[src/rtl/nibble_widen_recast.sv]
// nibble_widen_recast: gathers RATIO narrow beats (LSB-first) into one wide
// word. IN_LAST closes a word early; the unused upper slices are zero-filled
// or filled with copies of the last beat's MSB.
//
// Handshake rules, both sides: a beat/word moves on a rising edge where
// valid & ready are both high. Valid never depends on ready. IN_READY depends
// only on RST, OUT_VALID and OUT_READY, never on IN_VALID or IN_LAST.
module nibble_widen_recast #(
  parameter int IN_WIDTH = 4,
  parameter int RATIO    = 2,
  parameter int SIGNED   = 0,
  localparam int OUT_WIDTH = IN_WIDTH * RATIO,
  localparam int CNT_W     = $clog2(RATIO),
  localparam int BEATS_W   = $clog2(RATIO + 1)
) (
  input  logic                 CLK,
  input  logic                 RST,
  input  logic [IN_WIDTH-1:0]  IN_DATA,
  input  logic                 IN_VALID,
  input  logic                 IN_LAST,
  output logic                 IN_READY,
  output logic [OUT_WIDTH-1:0] OUT_DATA,
  output logic [BEATS_W-1:0]   OUT_BEATS,
  output logic                 OUT_VALID,
  input  logic                 OUT_READY,
  // Beat counter, exposed so EMPTY (0) / FILL (>0) can be observed directly.
  output logic [CNT_W-1:0]     dbg_cnt
);

  logic [CNT_W-1:0]     cnt;
  logic [OUT_WIDTH-1:0] acc;
  logic [OUT_WIDTH-1:0] merged;
  logic [IN_WIDTH-1:0]  fill;
  logic                 accept;
  logic                 complete;
  logic                 transfer;

  assign dbg_cnt = cnt;

  // The output register can take a new word when it is empty or being drained.
  always_comb begin
    IN_READY = !RST && (!OUT_VALID || OUT_READY);
    accept   = IN_VALID && IN_READY;
    transfer = OUT_VALID && OUT_READY;
    complete = accept && ((cnt == CNT_W'(RATIO - 1)) || IN_LAST);
  end

  // Word as it would look if the current beat closes it: stored slices below
  // the counter, the beat at the counter, extension fill above it.
  always_comb begin
    merged = '0;
    fill   = (SIGNED != 0) ? {IN_WIDTH{IN_DATA[IN_WIDTH-1]}} : '0;
    for (int i = 0; i < RATIO; i++) begin
      if (i < int'(cnt))
        merged[i*IN_WIDTH +: IN_WIDTH] = acc[i*IN_WIDTH +: IN_WIDTH];
      else if (i == int'(cnt))
        merged[i*IN_WIDTH +: IN_WIDTH] = IN_DATA;
      else
        merged[i*IN_WIDTH +: IN_WIDTH] = fill;
    end
  end

  // Counter, accumulator and output register; a completing beat may load a
  // new word in the same cycle the previous one is transferred.
  always_ff @(posedge CLK) begin
    if (RST) begin
      cnt       <= '0;
      acc       <= '0;
      OUT_DATA  <= '0;
      OUT_BEATS <= '0;
      OUT_VALID <= 1'b0;
    end else if (complete) begin
      OUT_DATA  <= merged;
      OUT_BEATS <= BEATS_W'(int'(cnt) + 1);
      OUT_VALID <= 1'b1;
      cnt       <= '0;
      acc       <= '0;
    end else begin
      if (transfer)
        OUT_VALID <= 1'b0;
      if (accept) begin
        acc[cnt*IN_WIDTH +: IN_WIDTH] <= IN_DATA;
        cnt <= cnt + CNT_W'(1);
      end
    end
  end

endmodule
[config.mk]
export PLATFORM = sky130hd
export DESIGN_NAME = nibble_widen_recast
export DESIGN_NICKNAME = d
export VERILOG_FILES = /design/src/rtl/nibble_widen_recast.sv
export SDC_FILE = /design/constraint.sdc
export NUM_CORES = 1
export LEC_CHECK = 0
export ABC_AREA = 1
export BUFFER_PORTS_ARGS = -buffer_cell sky130_fd_sc_hd__clkbuf_2
export CORE_MARGIN = 4
export CORE_UTILIZATION = 56
export CTS_BUF_LIST = sky130_fd_sc_hd__clkbuf_4
export DETAILED_ROUTE_END_ITERATION = 10
export GPL_TIMING_DRIVEN = 0
export PLACE_DENSITY = 0.95
export SLEW_MARGIN = 40
export SYNTH_ARGS = -nofsm -noshare
export SYNTH_HDL_FRONTEND = slang
export SYNTH_SLANG_ARGS = --single-unit
[constraint.sdc]
create_clock -name CLK -period 2.2 [get_ports CLK]
set_clock_uncertainty 0.15 [all_clocks]
set_input_delay 0.22 -clock CLK [delete_from_list [all_inputs] [get_ports CLK]]
set_output_delay 0.22 -clock CLK [all_outputs]
set_load 0.03 [all_outputs]
==> metrics.yaml, run 1 <==
run_status:
  status: "completed"
clock_tree:
  cts-htree-levels: 1
  cts_buffer_depth: 2
  cts_num_sinks: 16
  numCtsBuffers: 3
  cts-root-buf: "clkbuf_4"
  cts_tree: "built"
  cts.repair.resized: 0
  clk_pin_slew_ns: 0.10
  holdBufCountCts: 0
  cts_post_setup_buffers_inserted: 0
  clock_latency_ns: 0.29
setup_path:
  cp_slowest_stage_delay_ns: 0.37
  crit_buf_inv: 1
  crit_family: "flip-flops"
  cp-end-kind: "output pin"
  critical_path_arrival_ns: 1.17
  critPathKind: "register to output pin"
  required_ns: 1.83
  rr_startpoint: "dbg_cnt"
  start_kind: "register"
  r2r_setup_slack_ns: 0.90
  slowest_stage: "dfxtp_1"
  crit_path_cell_trace: "a21oi_4, clkbuf_2"
  critPathLaunch: "OUT_VALID"
  crit_path_max_fanout: 7
floorplanning:
  die_w_microns: 44.5
  initial_core_util: 0.636
  core_area_sq_mm: 0.00117
  fp-row-count: 12
  fp.dieH_microns: 44.5
  die_area_sq_mm: 0.00198
  pin_count: 22
min_path:
  hold_start: "RST"
  hp-class: "input pin to register"
global_route:
  grt_max_degree: 11
  antenna_found_initial: 0
  grt_overflow: 0
  grt.total_usage: 0.176
  grt_pass1_vias: 671
  grt_pass1_wl_microns: 2640
route:
  postRouteWirelength_microns: 1610
  ant_nets: 0
  viasPerCell: 5.10
  wl_per_cell_microns: 11.7
  drtPass1Iterations: 4
  drc: 0
  vias: 704
  drt_iter0_drc: 11
placement:
  gp_congestion: 0.820
  io_buffer_count: 20
  hpwl_microns: 1170
final_layout:
  final_nets: 134
  drive_gt1_frac: 0.282
  num_antenna_cells: 0
  area_delta_synth_final_pct: 19.3
synth:
  postSynthCellCount: 100
  ys_warn_count: 0
  synth_area_sq_um: 744
  synth_cell_types: 18
  synth_nets: 109
  synthDominantCellAreaShare: 0.430
  avgSynthCellArea_sq_um: 7.44
  ys_ff_latch: 16
  yosysSeqAreaShare: 0.430
  yosys.area.top_type: "dfxtp_1"
  ys_top_cells_by_area: "dfxtp_1, nand2_1, inv_1"
sta:
  rsz0062_at_grt: "false"
  relSlewSlack: 0.839
  worst-slew-pin-transition_ns: 0.241
  setup_tns_ns: 0
  fmax_mhz: 650
  min_period_over_period: 0.699
  finalHoldViolations: 0
  final-max-slew-violation-count: 0
  period_minus_slack_ns: 1.54
  setup_violations: 0
  hold_slack_ns: 0.0210
power:
  powerDensity_mw_per_mm2: 664
  vdd_drop_max_mv: 0.410
  p_leak_nw: 0.456
flow_run:
  maxCapViolations: 0
layer usage:
layer / vias up / part of all wire / track usage
li1: 360 / - / -
met1: 307 / 0.44 / 0.212
met2: 35 / 0.47 / 0.298
met3: 2 / 0.085 / 0.0528
met4: 0 / 0.0087 / 0.0482
met5: - / 0 / 0
cells by family after synthesis:
| group | Yosys count | synth area share |
|---|---|---|
| buffers and inverters | 21 | 0.148 |
| DFF | 16 | 0.430 |
| and+or+nand+nor | 51 | 0.321 |
| AOI/OAI and AO/OA | 12 | 0.101 |
power breakdown:
part	total (W)	internal [W]	leakage [nW]	switching (W)
Combinational	0.000116	0.0000392	0.310	0.0000766
Sequential	0.000314	0.000305	0.131	0.00000891
Clock	0.000160	0.0000659	0.0154	0.0000943
path summary, 6_finish.rpt:
check	end	depth (start not counted)
max	IN_READY	2
max reg2reg	OUT_DATA[4]	6
min reg2reg	OUT_BEATS[0]	2
min	OUT_VALID	2
flip-flops by register name, indices dropped and copies added, names as in the netlist:
register   count
dbg_cnt        1
acc            4
OUT_VALID      1
OUT_DATA       8
OUT_BEATS      2
layout make-up:
type,count,area [sq um]
sequential,16,320
multi-input combinational,63,314
fill,100,283
timing repair buffer,20,100
inverter,17,63.8
buffer,4,46.3
clock buffer,3,22.5
tap,14,17.5
clock inverter,1,3.75
synthesized netlist by cell type:
| cell | count |
|---|---|
| inv_2 | 2 |
| a21oi_4 | 1 |
| o21ai_0 | 6 |
| buf_4 | 1 |
| nand4_1 | 5 |
| dfxtp_1 | 16 |
| inv_1 | 15 |
| nand3_1 | 5 |
| buf_6 | 1 |
| a21oi_2 | 1 |
| nand4_4 | 1 |
| a21oi_1 | 2 |
| nand2_2 | 2 |
| clkbuf_8 | 2 |
| nor2_1 | 12 |
| nand3_2 | 1 |
| o21ai_1 | 2 |
| nand2_1 | 25 |
metrics by stage:
step	instance area, sq um	worst slack [ns]	util	instances	total power (W)
3_3_place_gp	862	0.994	0.736	134	0.000432
5_1_grt	888	0.632	0.759	138	0.000621
6_report	888	0.662	0.759	138	0.000590
3_5_place_dp	862	0.942	0.736	134	0.000435
2_1_floorplan	744	0.825	-	100	0.000405
4_1_cts	888	0.678	0.759	138	0.000591
cells in the final DEF (no fill, tap or decap):
master    instances
nand2_1          25
clkbuf_2         20
dfxtp_1          16
inv_1            15
nor2_1           12
o21ai_0           6
nand3_1           5
nand4_1           5
clkbuf_4          3
clkbuf_8          2
inv_2             2
nand2_2           2
o21ai_1           2
a21oi_1           2
a21oi_4           1
buf_4             1
nand4_4           1
buf_6             1
nand3_2           1
a21oi_2           1
clkinv_1          1
Power figures use the tool's default switching activity.
==> run 2, diff against run 1 <==
--- a/config.mk
+++ b/config.mk
@@ -8,11 +8,11 @@
 export ABC_AREA = 1
 export BUFFER_PORTS_ARGS = -buffer_cell sky130_fd_sc_hd__clkbuf_2
 export CORE_MARGIN = 4
-export CORE_UTILIZATION = 56
+export CORE_UTILIZATION = 47
 export CTS_BUF_LIST = sky130_fd_sc_hd__clkbuf_4
 export DETAILED_ROUTE_END_ITERATION = 10
 export GPL_TIMING_DRIVEN = 0
-export PLACE_DENSITY = 0.95
+export PLACE_DENSITY = 0.89
 export SLEW_MARGIN = 40
 export SYNTH_ARGS = -nofsm -noshare
 export SYNTH_HDL_FRONTEND = slang
==> constraint.sdc (replaced) <==
create_clock -name CLK -period 1.4 [get_ports CLK]
set_clock_uncertainty 0.15 [all_clocks]
set_input_delay 0.14 -clock CLK [delete_from_list [all_inputs] [get_ports CLK]]
set_output_delay 0.14 -clock CLK [all_outputs]
set_load 0.03 [all_outputs]
==> run 2 against run 1 <==
Global-route usage shrank 1.0 points. First-iteration DRC count down 45%. Non-clock buffer count rose by 6. Via count increased by 0.14%. Power is 58% higher. Worst setup slack worse by 0.56 ns. Clock power is 48% higher. Combinational power rose by 72%. Utilization shrank 13 points. Count of clock-buffer cells in the layout did not move. Critical path type unchanged.
==> metrics.yaml, run 2 (synthesis gave the netlist of run 1 again) <==
power:
  powerDensity_mw_per_mm2: 976  # +47%
  vdd_drop_max_mv: 0.607  # +48%
  p_leak_nw: 0.483  # +6.0%
sta:
  setup_violations: 0  # unchanged
  relSlewSlack: 0.852  # +0.0130
  setup_ws_ns: 0.105  # -0.557 ns
  rsz0062_at_grt: "false"
  setup_tns_ns: 0  # unchanged
  min_period_over_period: 0.925
  period_minus_slack_ns: 1.29
  final-max-slew-violation-count: 0  # unchanged
  finalHoldViolations: 0  # unchanged
  fmax_mhz: 772
  worst-slew-pin-transition_ns: 0.221  # -0.0195 ns
clock_tree:
  clock_latency_ns: 0.29  # about the same
  numCtsBuffers: 3  # unchanged
  clk_pin_slew_ns: 0.08  # -0.02 ns
  cts_num_sinks: 16  # unchanged
  cts-root-buf: "clkbuf_4"
  cts_buffer_depth: 2  # unchanged
  cts_tree: "built"
  cts-htree-levels: 1  # unchanged
route:
  viasPerCell: 4.86  # -4.7%
  drtPass1Iterations: 4  # unchanged
  wl_per_cell_microns: 11.8  # +1.4%
  drc: 0  # unchanged
  vias: 705  # +0.14%
  ant_nets: 0  # unchanged
  drt_iter0_drc: 6  # -5
  postRouteWirelength_microns: 1710  # +6.6%
global_route:
  grt_max_degree: 11  # unchanged
  grt_pass1_vias: 634  # -5.5%
  grt_pass1_wl_microns: 2550  # -3.4%
  antenna_found_initial: 0  # unchanged
  grt_overflow: 0  # unchanged
  grt.total_usage: 0.165  # -0.0104
floorplanning:
  fp.dieH_microns: 47.8  # +7.5%
  fp-row-count: 14  # +2
  pin_count: 22  # unchanged
  die_w_microns: 47.8  # +7.5%
  core_area_sq_mm: 0.00151  # +29%
  initial_core_util: 0.494  # -0.141
  die_area_sq_mm: 0.00228  # +16%
final_layout:
  largest_reg_flops: 8  # unchanged
  final_nets: 140  # +4.5%
  layout_common_cells: "nand2_1, clkbuf_2, dfxtp_1, inv_1, nor2_1"
  drive_gt1_frac: 0.279  # -0.00319
  nFillCells: 138  # +38%
  area_delta_synth_final_pct: 28.1
  num_antenna_cells: 0  # unchanged
  design_area_sq_um: 953  # +7.3%
  layout_commonest_cell: "nand2_1"
  regMostFlops: "OUT_DATA"
  reg_top3: "OUT_DATA: 8 flops, acc: 4 flops, OUT_BEATS: 2 flops"
setup_path:
  start_kind: "register"
  cp-end-kind: "output pin"
  crit_path_max_fanout: 3  # -4
  cp_slowest_stage_delay_ns: 0.36  # about the same
  crit_buf_inv: 1  # unchanged
  crit_path_cell_trace: "a21oi_4, clkbuf_8"
  critical_path_arrival_ns: 1.00  # -0.17 ns
  crit_family: "flip-flops"
  slowest_stage: "dfxtp_1"
  critPathKind: "register to output pin"
  required_ns: 1.11  # -0.72 ns
placement:
  io_buffer_count: 20  # unchanged
  post-place-ws_ns: 0.164  # -0.778 ns
  place_area_sq_um: 865  # +0.29%
  hpwl_microns: 1280  # +9.2%
  gp_congestion: 0.791  # -3.6%
min_path:
  hp-class: "input pin to register"
flow_run:
  maxCapViolations: 0  # unchanged
run_status:
  status: "completed"
## run 2: cell count changes in the layout (fill, tap and decap cells not counted)
| cell | change |
|---|---|
| dlygate4sd3_1 | +5 |
| clkinv_1 | -1 |
| clkbuf_8 | +1 |
| buf_4 | +1 |
| clkbuf_2 | -1 |
## run 2: cell type report
class	count	area, sq um	share of cell area
repair buffers	26	166	0.175
flip-flops and latches	16	320	0.336
plain buffers	4	46.3	0.0486
inverters	17	63.8	0.0669
multi-input cells	63	314	0.329
well taps	16	20.0	0.0210
clock buffers	3	22.5	0.0236
## run 2: worst min-delay path, stage by stage
cell	delay, ns
buf_4	0.14
nand2_1	0.07
nand2_1	0.05
a21oi_1	0.05
## run 2: path summary, 6_finish.rpt
check,startpoint,to,slack (ns),cells after the start
setup reg to reg,dbg_cnt,OUT_DATA[7],0.15,6
setup / recovery,OUT_VALID,IN_READY,0.11,2
hold / removal,IN_VALID,dbg_cnt,0.05,4
hold reg to reg,OUT_BEATS[1],OUT_BEATS[1],0.31,2
## run 2: report_power, final
group	internal, W	total [W]	switching [W]
logic	0.0000755	0.000199	0.000124
clock network	0.000100	0.000237	0.000137
registers	0.000479	0.000494	0.0000149
total	0.000655	0.000930	0.000275
## run 2: repair_timing
action / 4_1_cts / 5_1_grt
pin swaps: 1 / 1
gates resized for setup: 2 / 0
hold endpoints to repair: 5 / 0
buffers inserted: 0 / 1
endpoints found under the setup margin: 1 / 1
hold buffers: 5 / 0
## run 2: per-layer routing
metal,wire (microns),GRT usage
met4,32,0.0968
met3,92,0.0263
met2,890,0.306
met5,0,0
met1,699,0.172
## run 2: through the flow
| stage | power, W | std cells | util | hold slack, ns |
|---|---|---|---|---|
| 2_1_floorplan | 0.000636 | 100 | - | 0.0591 |
| 3_3_place_gp | 0.000679 | 136 | 0.574 | 0.228 |
| 3_5_place_dp | 0.000687 | 136 | 0.574 | 0.238 |
| 4_1_cts | 0.000935 | 144 | 0.628 | 0.0490 |
| 5_1_grt | 0.000982 | 145 | 0.633 | 0.0666 |
| 6_report | 0.000930 | 145 | 0.633 | 0.0535 |
